`config.mk`:
```
export PLATFORM = sky130hd
export DESIGN_NAME = patch_extractor
export DESIGN_NICKNAME = d
export VERILOG_FILES = /design/src/rtl/patch_extractor.sv
export SDC_FILE = /design/constraint.sdc
export NUM_CORES = 1
export LEC_CHECK = 0
export ABC_CLOCK_PERIOD_IN_PS = 8109
export CAP_MARGIN = 15
export CORE_UTILIZATION = 52
export DETAILED_ROUTE_END_ITERATION = 8
export MAX_ROUTING_LAYER = met4
export PLACE_DENSITY = 0.85
export SYNTH_ARGS = -nofsm -noshare
export SYNTH_HDL_FRONTEND = slang
export SYNTH_SLANG_ARGS = --single-unit
```
`constraint.sdc`:
```
create_clock -name clk -period 8.11 [get_ports clk]
set_clock_uncertainty 0.15 [all_clocks]
set_input_delay 1.2165 -clock clk [delete_from_list [all_inputs] [get_ports clk]]
set_output_delay 1.2165 -clock clk [all_outputs]
set_load 0.02 [all_outputs]
```
`src/rtl/patch_extractor.sv`:
```
// Fetches one KxK pixel window from a single-port image RAM and presents it
// as a flat word. Pixel i = kr*K + kc sits at patch_data[i*PIX_W +: PIX_W].
// The first read goes out on the accepting edge, so the strobe and address
// are already registered when the FSM enters FETCH. The RAM returns each
// pixel one cycle after the read is issued, and the pixel is captured on the
// edge that ends the cycle in which its strobe is visible.
module patch_extractor #(
  parameter int IMG_W  = 4,
  parameter int IMG_H  = 4,
  parameter int K      = 3,
  parameter int PIX_W  = 8,
  parameter int ADDR_W = 4
) (
  input  logic                   clk,
  input  logic                   reset,
  input  logic                   req,
  input  logic [ADDR_W-1:0]      base_addr,
  output logic                   mem_rd_en,
  output logic [ADDR_W-1:0]      mem_addr,
  input  logic [PIX_W-1:0]       mem_rdata,
  output logic [K*K*PIX_W-1:0]   patch_data,
  output logic                   patch_valid,
  output logic                   patch_err,
  output logic                   busy
);

  localparam int NPIX  = K * K;
  localparam int PW    = NPIX * PIX_W;
  localparam int CNT_W = (K > 1) ? $clog2(K) : 1;
  localparam int IDX_W = (NPIX > 1) ? $clog2(NPIX) : 1;

  typedef enum logic [1:0] {
    IDLE,
    FETCH,
    DRAIN,
    HOLD
  } state_t;

  state_t state, next_state;

  logic [ADDR_W-1:0] base_q;
  logic [CNT_W-1:0]  kr, kc;
  logic [CNT_W-1:0]  cur_kr, cur_kc;
  logic [CNT_W-1:0]  adv_kr, adv_kc;
  logic [ADDR_W-1:0] src_base;
  logic [ADDR_W-1:0] issue_addr;
  logic [IDX_W-1:0]  issue_idx;
  logic              last_read;
  logic              issue;
  logic              range_err;
  logic              rd_en_q;
  logic [ADDR_W-1:0] addr_q;
  logic [IDX_W-1:0]  rd_idx;
  logic [PW-1:0]     patch_q;
  logic              err_q;

  // A window is legal only if all K rows and K columns fit inside the image.
  always_comb begin
    int br;
    int bc;
    br = int'(base_addr) / IMG_W;
    bc = int'(base_addr) % IMG_W;
    range_err = (br > IMG_H - K) || (bc > IMG_W - K);
  end

  // Address and slot of the read that would be issued this cycle; in IDLE the
  // window origin comes straight from base_addr since it is not latched yet.
  always_comb begin
    cur_kr     = (state == IDLE) ? '0 : kr;
    cur_kc     = (state == IDLE) ? '0 : kc;
    src_base   = (state == IDLE) ? base_addr : base_q;
    issue_addr = ADDR_W'(int'(src_base) + int'(cur_kr) * IMG_W + int'(cur_kc));
    issue_idx  = IDX_W'(int'(cur_kr) * K + int'(cur_kc));
    last_read  = (int'(cur_kr) == K - 1) && (int'(cur_kc) == K - 1);
    if (int'(cur_kc) == K - 1) begin
      adv_kc = '0;
      adv_kr = cur_kr + CNT_W'(1);
    end else begin
      adv_kc = cur_kc + CNT_W'(1);
      adv_kr = cur_kr;
    end
  end

  // Next-state logic; dropping req in FETCH/DRAIN aborts without a result.
  always_comb begin
    next_state = state;
    issue      = 1'b0;
    case (state)
      IDLE: begin
        if (req) begin
          if (range_err) begin
            next_state = HOLD;
          end else begin
            issue      = 1'b1;
            next_state = last_read ? DRAIN : FETCH;
          end
        end
      end
      FETCH: begin
        if (!req) begin
          next_state = IDLE;
        end else begin
          issue = 1'b1;
          if (last_read) begin
            next_state = DRAIN;
          end
        end
      end
      DRAIN: begin
        next_state = req ? HOLD : IDLE;
      end
      HOLD: begin
        if (!req) begin
          next_state = IDLE;
        end
      end
      default: begin
        next_state = IDLE;
      end
    endcase
  end

  // State register.
  always_ff @(posedge clk) begin
    if (!reset) begin
      state <= IDLE;
    end else begin
      state <= next_state;
    end
  end

  // Read strobe, address and kernel counters; the address holds when idle.
  always_ff @(posedge clk) begin
    if (!reset) begin
      rd_en_q <= 1'b0;
      addr_q  <= '0;
      rd_idx  <= '0;
      kr      <= '0;
      kc      <= '0;
      base_q  <= '0;
    end else begin
      rd_en_q <= issue;
      if (state == IDLE && req) begin
        base_q <= base_addr;
      end
      if (issue) begin
        addr_q <= issue_addr;
        rd_idx <= issue_idx;
        kr     <= adv_kr;
        kc     <= adv_kc;
      end
      if (next_state == IDLE) begin
        kr <= '0;
        kc <= '0;
      end
    end
  end

  // The registered strobe doubles as the read-pending bit; a pending pixel is
  // dropped if req falls on the edge that would have captured it.
  always_ff @(posedge clk) begin
    if (!reset) begin
      patch_q <= '0;
    end else if (state == IDLE && req) begin
      patch_q <= '0;
    end else if (rd_en_q && req) begin
      for (int i = 0; i < NPIX; i++) begin
        if (rd_idx == IDX_W'(i)) begin
          patch_q[i*PIX_W +: PIX_W] <= mem_rdata;
        end
      end
    end
  end

  // Error flag is decided at acceptance and cleared when the handshake ends.
  always_ff @(posedge clk) begin
    if (!reset) begin
      err_q <= 1'b0;
    end else if (state == IDLE) begin
      err_q <= req && range_err;
    end else if (next_state == IDLE) begin
      err_q <= 1'b0;
    end
  end

  assign mem_rd_en   = rd_en_q;
  assign mem_addr    = addr_q;
  assign patch_data  = patch_q;
  assign patch_err   = err_q;
  assign patch_valid = (state == HOLD);
  assign busy        = (state == FETCH) || (state == DRAIN);

endmodule

```
==> run_results.csv, run 1 <==
group,metric,value,unit
global_route,grt_util_all_layers,24.0,%
global_route,grt_pass1_wl,13.6,mm
logic_synthesis,netlist_instances,403,
routing,routed_wl,8.87,mm
setup_path,worstPathMaxFanout,14,
routing,drt-vias-per-instance,5.19,
timing,min_period_over_period,41.2,%
flow_run,drv_cap,0,
die,die_h,88.1,um
run_status,status,"complete, no violations",
routing,route.vias.total,3037,
die,core_area,0.00721,mm^2
cts,clockRootBuffer,"clkbuf_8",
cts,postCtsHoldBufs,0,
logic_synthesis,synth_edf_count,0,
timing,setup-violations-final,0,
cts,cts_buffers,9,
finish,syn_to_final_growth,28.6,%
routing,drtAntennaViolNets,0,
cts,post_cts_resized,0,
setup_path,cp-start-kind,"input port",
cts,clk_latency,0.35,ns
routing,drc,0,
cts,clk_path_buf_depth,2,
cts,cts_tree,"built",
setup_path,crit_path_end_kind,"flip-flop",
timing,finalCriticalPeriod,3.34,ns
logic_synthesis,synth-async-reset-ratio,0,%
finish,nets,509,
place,dp_hpwl,6.14,mm
routing,wl_per_cell,15.2,um
finish,antenna_cells,0,
setup_path,crit_type,"input port to flip-flop",
die,die_w,88.1,um
die,pin_count,95,
setup_path,cp.required,8.18,ns
logic_synthesis,avgSynthCellArea,9.57,um^2
die,rows,31,
die,start_util,53.4,%
timing,rsz0062_at_grt,"no",
power,power.leakage,1.89,nW
global_route,grt_pass1_vias,2695,
timing,worst-slew-pin-transition,0.792,ns
logic_synthesis,yosysSeqAreaShare,47.8,%
logic_synthesis,synth_ff_type,"dfxtp_1",
cts,clk_pin_slew,0.09,ns
global_route,overflow,0,
power,power_density,166,mW/mm^2
place,place_area,0.00478,mm^2
timing,slew_headroom,47.2,%
cts,numClockSinks,92,
routing,dr.first_iter.drc_count,171,
setup_path,worst-endpoint-arrival,3.41,ns
logic_synthesis,netlist_area,0.00385,mm^2
logic_synthesis,ys_ff_latch,92,
timing,fmax,300,MHz
global_route,grt_max_degree,73,
worst_hold_path,hp-class,"flip-flop to flip-flop",
cts,cts_setup_buffers,0,
finish,drive_above_1_share,5.97,%
finish,fin_area,0.00496,mm^2
timing,maxSlewViolCount,0,
place,port_buffers,94,
logic_synthesis,yosys_warnings,0,
cts,ctsHtreeMaxLevel,3,
place,gp_congestion,0.873,
routing,dr.pass1.iters,4,
timing,hold_viol,0,
logic_synthesis,synth_cell_types,40,
timing,fin_setup_tns,0,ns
power,ir_drop,0.0920,mV
global_route,grt_antenna_before_repair,0,
logic_synthesis,syn_nets,431,
die,dieArea,0.00776,mm^2
## worst max-delay path, cell delays in order
cell and delay, ns:
clkdlybuf4s50_1 0.81, and4bb_2 0.48, and3_1 0.51, mux2i_1 0.33, nor2_1 0.06
## where the power goes
group	switching [W]	leakage, nW	internal (W)
Combinational	0.0000566	1.07	0.0000307
Sequential	0.00000550	0.742	0.000457
Clock	0.000161	0.0848	0.000115
Total	0.000223	1.89	0.000603
## state kept, by name, indices dropped and copies added (netlist names)
register	cells
patch_data	72
kr	2
mem_rd_en	1
mem_addr	4
base_q	4
kc	2
rd_idx	4
state	2
patch_err	1
## layout make-up
cell class	count	area, um^2
Inverter	6	22.5
Clock buffer	10	128
Clock inverter	6	48.8
Sequential cell	92	1840
Fill cell	567	2260
Multi-Input combinational cell	275	1830
Tap cell	99	124
Timing Repair Buffer	97	963
## cells in the mapped netlist, drive strengths merged (2+ instances only)
| library cell | number | area, um^2 |
|---|---|---|
| nand3b | 2 | 15.0 |
| nand4 | 3 | 18.8 |
| dfxtp | 92 | 1840 |
| clkbuf | 10 | 37.5 |
| nor2 | 80 | 305 |
| nor3b | 2 | 15.0 |
| nand2 | 34 | 128 |
| buf | 20 | 125 |
| ha | 10 | 125 |
| and4bb | 2 | 25.0 |
| a21oi | 25 | 125 |
| o21ai | 4 | 20.0 |
| and2 | 2 | 12.5 |
| nor2b | 4 | 25.0 |
| nand4b | 2 | 32.5 |
| fa | 3 | 60.1 |
| mux2 | 3 | 33.8 |
| mux2i | 64 | 641 |
| nand3 | 15 | 75.1 |
| a211oi | 4 | 30.0 |
| nor3 | 4 | 31.3 |
| inv | 6 | 22.5 |
## cells in the final DEF, fill, tap and decap left out, drive strengths merged, types with 4 or more instances in the layout
cell type / synthesis / routed
a211oi: 4 / 4
a21oi: 25 / 25
clkbuf: 10 / 10
clkdlybuf4s50: 0 / 94
dfxtp: 92 / 92
ha: 10 / 10
inv: 6 / 8
mux2i: 64 / 64
nand2: 34 / 34
nand3: 15 / 15
nor2: 80 / 80
nor2b: 4 / 4
nor3: 4 / 4
o21ai: 4 / 4
## stage by stage
| step | hold slack, ns | setup WS, ns | std cells | total power [W] | util [%] |
|---|---|---|---|---|---|
| after detailed placement | 0.300 | 4.53 | 569 | 0.000560 | 66.3 |
| final | 0.314 | 4.77 | 585 | 0.000825 | 68.7 |
| after global placement | 0.291 | 4.57 | 569 | 0.000558 | 66.3 |
| after global routing | 0.328 | 4.55 | 585 | 0.000861 | 68.7 |
| after floorplan | 0.284 | 5.27 | 403 | 0.000532 | - |
| after CTS | 0.312 | 4.83 | 585 | 0.000832 | 68.7 |
## cells by family (layout without fill, tap and decap cells)
| kind of cell | after synthesis | in the layout | synth area share, % |
|---|---|---|---|
| AND/OR/NAND/NOR | 156 | 156 | 19.1 |
| adder cells (fa/ha/maj) | 13 | 13 | 4.80 |
| XOR/XNOR | 2 | 2 | 0.454 |
| flip-flops | 92 | 92 | 47.8 |
| AO/OA/AOI/OAI | 37 | 37 | 5.62 |
| buffers and inverters | 36 | 119 | 4.80 |
| multiplexers | 67 | 67 | 17.5 |
## final timing paths
kind	from	to	slack [ns]	cells after the start
worst max-delay path	req	patch_data[30]$_SDFFE_PP0P_	4.77	5
worst min-delay path	base_q[2]$_SDFFE_PN0P_	base_q[2]$_SDFFE_PN0P_	0.31	2
worst max register to register	state[0]$_SDFF_PN0_	rd_idx[2]$_SDFFE_PN0P_	4.83	10
worst min register to register	base_q[2]$_SDFFE_PN0P_	base_q[2]$_SDFFE_PN0P_	0.31	2
## per-layer routing
layer | GRT usage, % | routed length (um) | share of wire [%]
met5 | - | 0 | 0
met4 | 9.09 | 94 | 1.1
met3 | 4.52 | 380 | 4.3
met2 | 38.1 | 4330 | 49
met1 | 30.6 | 4060 | 46
Note: power is estimated with default switching activity, not from simulation.
==> run 2, diff against run 1 <==
==> config.mk (replaced) <==
export PLATFORM = sky130hd
export DESIGN_NAME = patch_extractor
export DESIGN_NICKNAME = d
export VERILOG_FILES = /design/src/rtl/patch_extractor.sv
export SDC_FILE = /design/constraint.sdc
export NUM_CORES = 1
export LEC_CHECK = 0
export ABC_CLOCK_PERIOD_IN_PS = 3200
export CAP_MARGIN = 15
export CORE_UTILIZATION = 49
export DETAILED_ROUTE_END_ITERATION = 8
export MAX_ROUTING_LAYER = met4
export PLACE_DENSITY = 0.8
export SYNTH_ARGS = -nofsm -noshare
export SYNTH_HDL_FRONTEND = slang
export SYNTH_SLANG_ARGS = --single-unit
==> constraint.sdc (replaced) <==
create_clock -name clk -period 3.2 [get_ports clk]
set_clock_uncertainty 0.15 [all_clocks]
set_input_delay 0.48 -clock clk [delete_from_list [all_inputs] [get_ports clk]]
set_output_delay 0.48 -clock clk [all_outputs]
set_load 0.02 [all_outputs]
==> run_results.csv, run 2 (synthesized netlist as in run 1, its figures left out) <==
group,metric,value,unit
cts,ctsHtreeMaxLevel,3,
global_route,overflow,0,
timing,timing.hold.ws,0.313,ns
finish,fin_util,67.8,%
setup_path,cp_slowest_cell,"fa_1",
routing,drt-vias-per-instance,5.37,
setup_path,cp.required,3.34,ns
setup_path,path_buf_inv,3,
routing,route.vias.total,3159,
die,die_h,90.7,um
run_status,status,"complete, no violations",
global_route,grt_pass1_wl,15.6,mm
place,place_inst,573,
finish,final_cell_mix,"clkdlybuf4s50_1 (94), dfxtp_1 (92), nor2_1 (78)",
routing,routed_wl,9.46,mm
timing,finalCriticalPeriod,2.93,ns
cts,clk_path_buf_depth,2,
setup_path,worstPathMaxFanout,11,
worst_hold_path,hp-class,"flip-flop to flip-flop",
cts,cts_setup_buffers,0,
setup_path,critPathTopFamily,"adder cells",
routing,wl_per_cell,16.1,um
routing,dr.first_iter.drc_count,163,
finish,syn_to_final_growth,30.2,%
flow_run,drv_cap,0,
global_route,grt_util_all_layers,24.5,%
timing,slew_headroom,61.9,%
timing,maxSlewViolCount,0,
finish,layout_commonest_cell,"clkdlybuf4s50_1",
power,ir_drop,0.309,mV
cts,cts_buffers,9,
die,pin_count,95,
cts,clockRootBuffer,"clkbuf_8",
timing,worst-slew-pin-transition,0.570,ns
timing,setup-violations-final,0,
timing,min_period_over_period,91.4,%
place,dp_hpwl,6.58,mm
die,start_util,52.0,%
cts,clk_pin_slew,0.09,ns
cts,cts_tree,"built",
die,dieArea,0.00823,mm^2
die,rows,31,
finish,antenna_cells,0,
power,power.leakage,1.92,nW
timing,fmax,342,MHz
die,die_w,90.7,um
finish,drive_above_1_share,6.75,%
timing,hold_viol,0,
global_route,grt_pass1_vias,3048,
setup_path,crit_top_cell,"inv_1",
finish,largest_reg_flops,72,
cts,post_cts_resized,0,
global_route,grt_max_degree,29,
finish,fill_cells,582,
timing,fin_setup_tns,0,ns
setup_path,slowest_delay,0.47,ns
place,port_buffers,94,
setup_path,worst-endpoint-arrival,3.06,ns
routing,drc,0,
finish,nets,513,
cts,postCtsHoldBufs,0,
setup_path,crit_type,"flip-flop to flip-flop",
global_route,grt_antenna_before_repair,0,
place,gp_congestion,0.906,
cts,numClockSinks,92,
die,core_area,0.00741,mm^2
setup_path,cp-start-kind,"flip-flop",
power,power_density,437,mW/mm^2
cts,clk_latency,0.35,ns
timing,rsz0062_at_grt,"no",
routing,drtAntennaViolNets,0,
setup_path,cp_cell_sequence,"inv_1, ha_1, inv_1, nand2_1, inv_1, fa_1, ha_1, fa_1, nand2_1, a21oi_1",
finish,stdcell_count,588,
setup_path,crit_path_end_kind,"flip-flop",
routing,dr.pass1.iters,4,
run 2: cell types whose count changed in the layout (fill, tap and decap cells not counted):
cell / before / now
buf_4: 3 / 6
buf_12: 0 / 1
bufinv_16: 0 / 1
clkbuf_1: 1 / 0
clkinv_2: 1 / 0
inv_6: 1 / 2
inv_8: 1 / 0
run 2: worst paths after layout:
kind	start	to	slack (ns)	depth (start not counted)
max	state[0]$_SDFF_PN0_	rd_idx[2]$_SDFFE_PN0P_	0.27	10
min	base_q[2]$_SDFFE_PN0P_	base_q[2]$_SDFFE_PN0P_	0.31	2
max reg2reg	state[0]$_SDFF_PN0_	rd_idx[2]$_SDFFE_PN0P_	0.27	10
min reg2reg	base_q[2]$_SDFFE_PN0P_	base_q[2]$_SDFFE_PN0P_	0.31	2
run 2: cell type report:
class	count	area, um^2	share of cell area (%)
clock buffers	9	124	2.47
clock inverters	6	71.3	1.42
inverters	6	22.5	0.449
multi-input cells	275	1830	36.5
flip-flops and latches	92	1840	36.7
well taps	99	124	2.47
repair buffers	101	1010	20.0
run 2: routing by layer:
| layer | GRT usage, % | up-vias | wire (um) |
|---|---|---|---|
| met5 | - | - | 0 |
| met1 | 32.2 | 1510 | 4310 |
| li1 | - | 1520 | - |
| met4 | 11.0 | 0 | 293 |
| met3 | 2.95 | 24 | 348 |
| met2 | 37.9 | 105 | 4510 |
run 2: metrics by stage:
step	total power (W)	worst slack, ns	instance area, um^2
finish	0.00219	0.274	5020
floorplan	0.00135	0.364	3850
CTS	0.00221	0.303	5020
global placement	0.00143	0.430	4820
global route	0.00228	0.0694	5020
detailed placement	0.00143	0.326	4820
run 2: tightest hold or removal path, delay by kind of cell (launching register included):
| family | cells | cell delay [ns] |
|---|---|---|
| AO/OA/AOI/OAI | 1 | 0.05 |
| AND/OR/NAND/NOR | 1 | 0.05 |
| flip-flops | 1 | 0.32 |
run 2: power breakdown:
part           internal (W)  switching, W  total, W  leakage, nW
sequential          0.00116     0.0000141   0.00117        0.742
combinational     0.0000881      0.000149  0.000237         1.09
clock              0.000364      0.000420  0.000784       0.0923
total               0.00161      0.000583   0.00219         1.92
==> run 3, diff against run 2 <==
--- a/config.mk
+++ b/config.mk
@@ -7,10 +7,11 @@
 export LEC_CHECK = 0
 export ABC_CLOCK_PERIOD_IN_PS = 3200
 export CAP_MARGIN = 15
-export CORE_UTILIZATION = 49
+export CORE_UTILIZATION = 51
+export CTS_BUF_LIST = sky130_fd_sc_hd__clkbuf_4
 export DETAILED_ROUTE_END_ITERATION = 8
 export MAX_ROUTING_LAYER = met4
-export PLACE_DENSITY = 0.8
+export PLACE_DENSITY = 0.83
 export SYNTH_ARGS = -nofsm -noshare
 export SYNTH_HDL_FRONTEND = slang
 export SYNTH_SLANG_ARGS = --single-unit
==> run_results.csv, run 3 (synthesized netlist as in run 1, its figures left out) <==
group,metric,value,unit
finish,multi_input_area,0.00183,mm^2
routing,drt-vias-per-instance,5.24,
place,gp_congestion,0.880,
finish,layout_commonest_cell,"clkdlybuf4s50_1",
routing,drc,0,
finish,syn_to_final_growth,29.3,%
cts,cts_buffers,9,
finish,register_area,0.00184,mm^2
cts,cts_tree,"built",
routing,wl_per_cell,15.8,um
cts,clk_pin_slew,0.14,ns
die,core_area,0.00729,mm^2
die,start_util,52.9,%
routing,dr.pass1.iters,4,
die,rows,31,
setup_path,crit_top_cell,"inv_1",
timing,worst-slew-pin-transition,0.555,ns
setup_path,crit_type,"flip-flop to flip-flop",
cts,post_cts_resized,0,
setup_path,worstPathMaxFanout,10,
setup_path,cp-start-kind,"flip-flop",
timing,min_period_over_period,91.6,%
power,power.leakage,1.92,nW
power,clkPwrFrac,34.4,%
routing,route.vias.total,3082,
power,combPwrFrac,10.9,%
timing,finalCriticalPeriod,2.93,ns
power,pwr-share-seq,54.7,%
timing,fmax,341,MHz
power,ir_drop,0.350,mV
setup_path,worst-endpoint-arrival,3.13,ns
timing,timing.hold.ws,0.319,ns
cts,clockRootBuffer,"clkbuf_4",
power,power_density,431,mW/mm^2
setup_path,cp.required,3.40,ns
timing,maxSlewViolCount,0,
setup_path,cp_slowest_cell,"fa_1",
timing,hold_viol,0,
global_route,grt_util_all_layers,24.5,%
finish,antenna_cells,0,
die,pin_count,95,
cts,numClockSinks,92,
setup_path,cp_cell_sequence,"inv_1, ha_1, inv_1, nand2_1, inv_1, fa_1, ha_1, fa_1, nand2_1, a21oi_1",
global_route,overflow,0,
finish,fill_cells,598,
power,intPower,0.00158,W
finish,largest_reg_flops,72,
cts,ctsHtreeMaxLevel,3,
die,dieArea,0.00791,mm^2
routing,routed_wl,9.31,mm
setup_path,slowest_delay,0.48,ns
die,die_h,88.9,um
cts,clk_latency,0.42,ns
timing,fin_setup_tns,0,ns
finish,final_cell_mix,"clkdlybuf4s50_1 (94), dfxtp_1 (92), nor2_1 (78)",
global_route,grt_pass1_vias,2819,
timing,slew_headroom,62.9,%
cts,postCtsHoldBufs,0,
global_route,grt_pass1_wl,14.2,mm
power,power_switching,0.000567,W
finish,drive_above_1_share,6.75,%
run_status,status,"complete, no violations",
global_route,grt_max_degree,73,
global_route,grt_antenna_before_repair,0,
cts,cts_setup_buffers,0,
finish,nets,512,
setup_path,crit_path_end_kind,"flip-flop",
timing,rsz0062_at_grt,"no",
place,dp_hpwl,6.53,mm
worst_hold_path,hp-class,"flip-flop to flip-flop",
timing,setup-violations-final,0,
place,port_buffers,94,
routing,drtAntennaViolNets,0,
routing,dr.first_iter.drc_count,188,
flow_run,drv_cap,0,
die,die_w,88.9,um
power,switching_share,26.4,%
cts,clk_path_buf_depth,2,
run 3: changes by cell type in the layout (fill, tap and decap cells not counted):
cell and delta:
clkbuf_8 -9, bufinv_16 +1, buf_4 -1, clkinvlp_4 -1, clkbuf_4 +10, clkinv_4 -1
inv_6 +1
run 3: through the flow:
stage               setup slack, ns  instance area [um^2]  utilization, %  power (W)  cells
floorplan                     0.364                  3850               -    0.00135    403
finish                        0.269                  4990            68.4    0.00215    588
CTS                           0.288                  4990            68.4    0.00215    588
global route                 0.0504                  4990            68.4    0.00222    588
detailed placement            0.314                  4820            66.1    0.00143    572
global placement              0.479                  4820            66.1    0.00142    572
run 3: worst max-delay path: cells and delay by family, from the launching register on:
family	cells	cell delay (ns)
buffers and inverters	3	0.39
adders and majority gates	4	1.60
AOI/OAI and AO/OA	1	0.12
DFF	1	0.40
and+or+nand+nor	2	0.19
run 3: layout make-up:
| cell class | count | area share (%) |
|---|---|---|
| tap | 99 | 2.48 |
| timing repair buffer | 100 | 20.0 |
| clock buffer | 10 | 1.51 |
| multi-input combinational | 275 | 36.7 |
| inverter | 6 | 0.452 |
| clock inverter | 6 | 1.88 |
| sequential | 92 | 36.9 |
run 3: routing by layer:
layer | share of wire, % | global-route usage [%] | vias to the layer above | routed length (um)
met1 | 45 | 32.0 | 1445 | 4150
met3 | 5.3 | 3.69 | 10 | 489
met4 | 1.2 | 6.93 | 0 | 108
met2 | 49 | 39.9 | 102 | 4560
met5 | 0 | - | - | 0
li1 | - | - | 1525 | -
run 3: worst paths after layout:
kind,from,end,slack [ns],depth (start not counted)
hold reg to reg,base_q[0]$_SDFFE_PN0P_,base_q[0]$_SDFFE_PN0P_,0.32,2
setup reg to reg,state[0]$_SDFF_PN0_,rd_idx[2]$_SDFFE_PN0P_,0.27,10
setup / recovery,state[0]$_SDFF_PN0_,rd_idx[2]$_SDFFE_PN0P_,0.27,10
hold / removal,base_q[0]$_SDFFE_PN0P_,base_q[0]$_SDFFE_PN0P_,0.32,2
run 3: power groups by stage:
| stage | logic (W) | clock network (W) | registers, W |
|---|---|---|---|
| floorplan | 0.000144 | 0 | 0.00121 |
| global placement | 0.000226 | 0 | 0.00120 |
| detailed placement | 0.000231 | 0 | 0.00120 |
| CTS | 0.000232 | 0.000748 | 0.00117 |
| global route | 0.000254 | 0.000789 | 0.00118 |
| finish | 0.000234 | 0.000740 | 0.00118 |
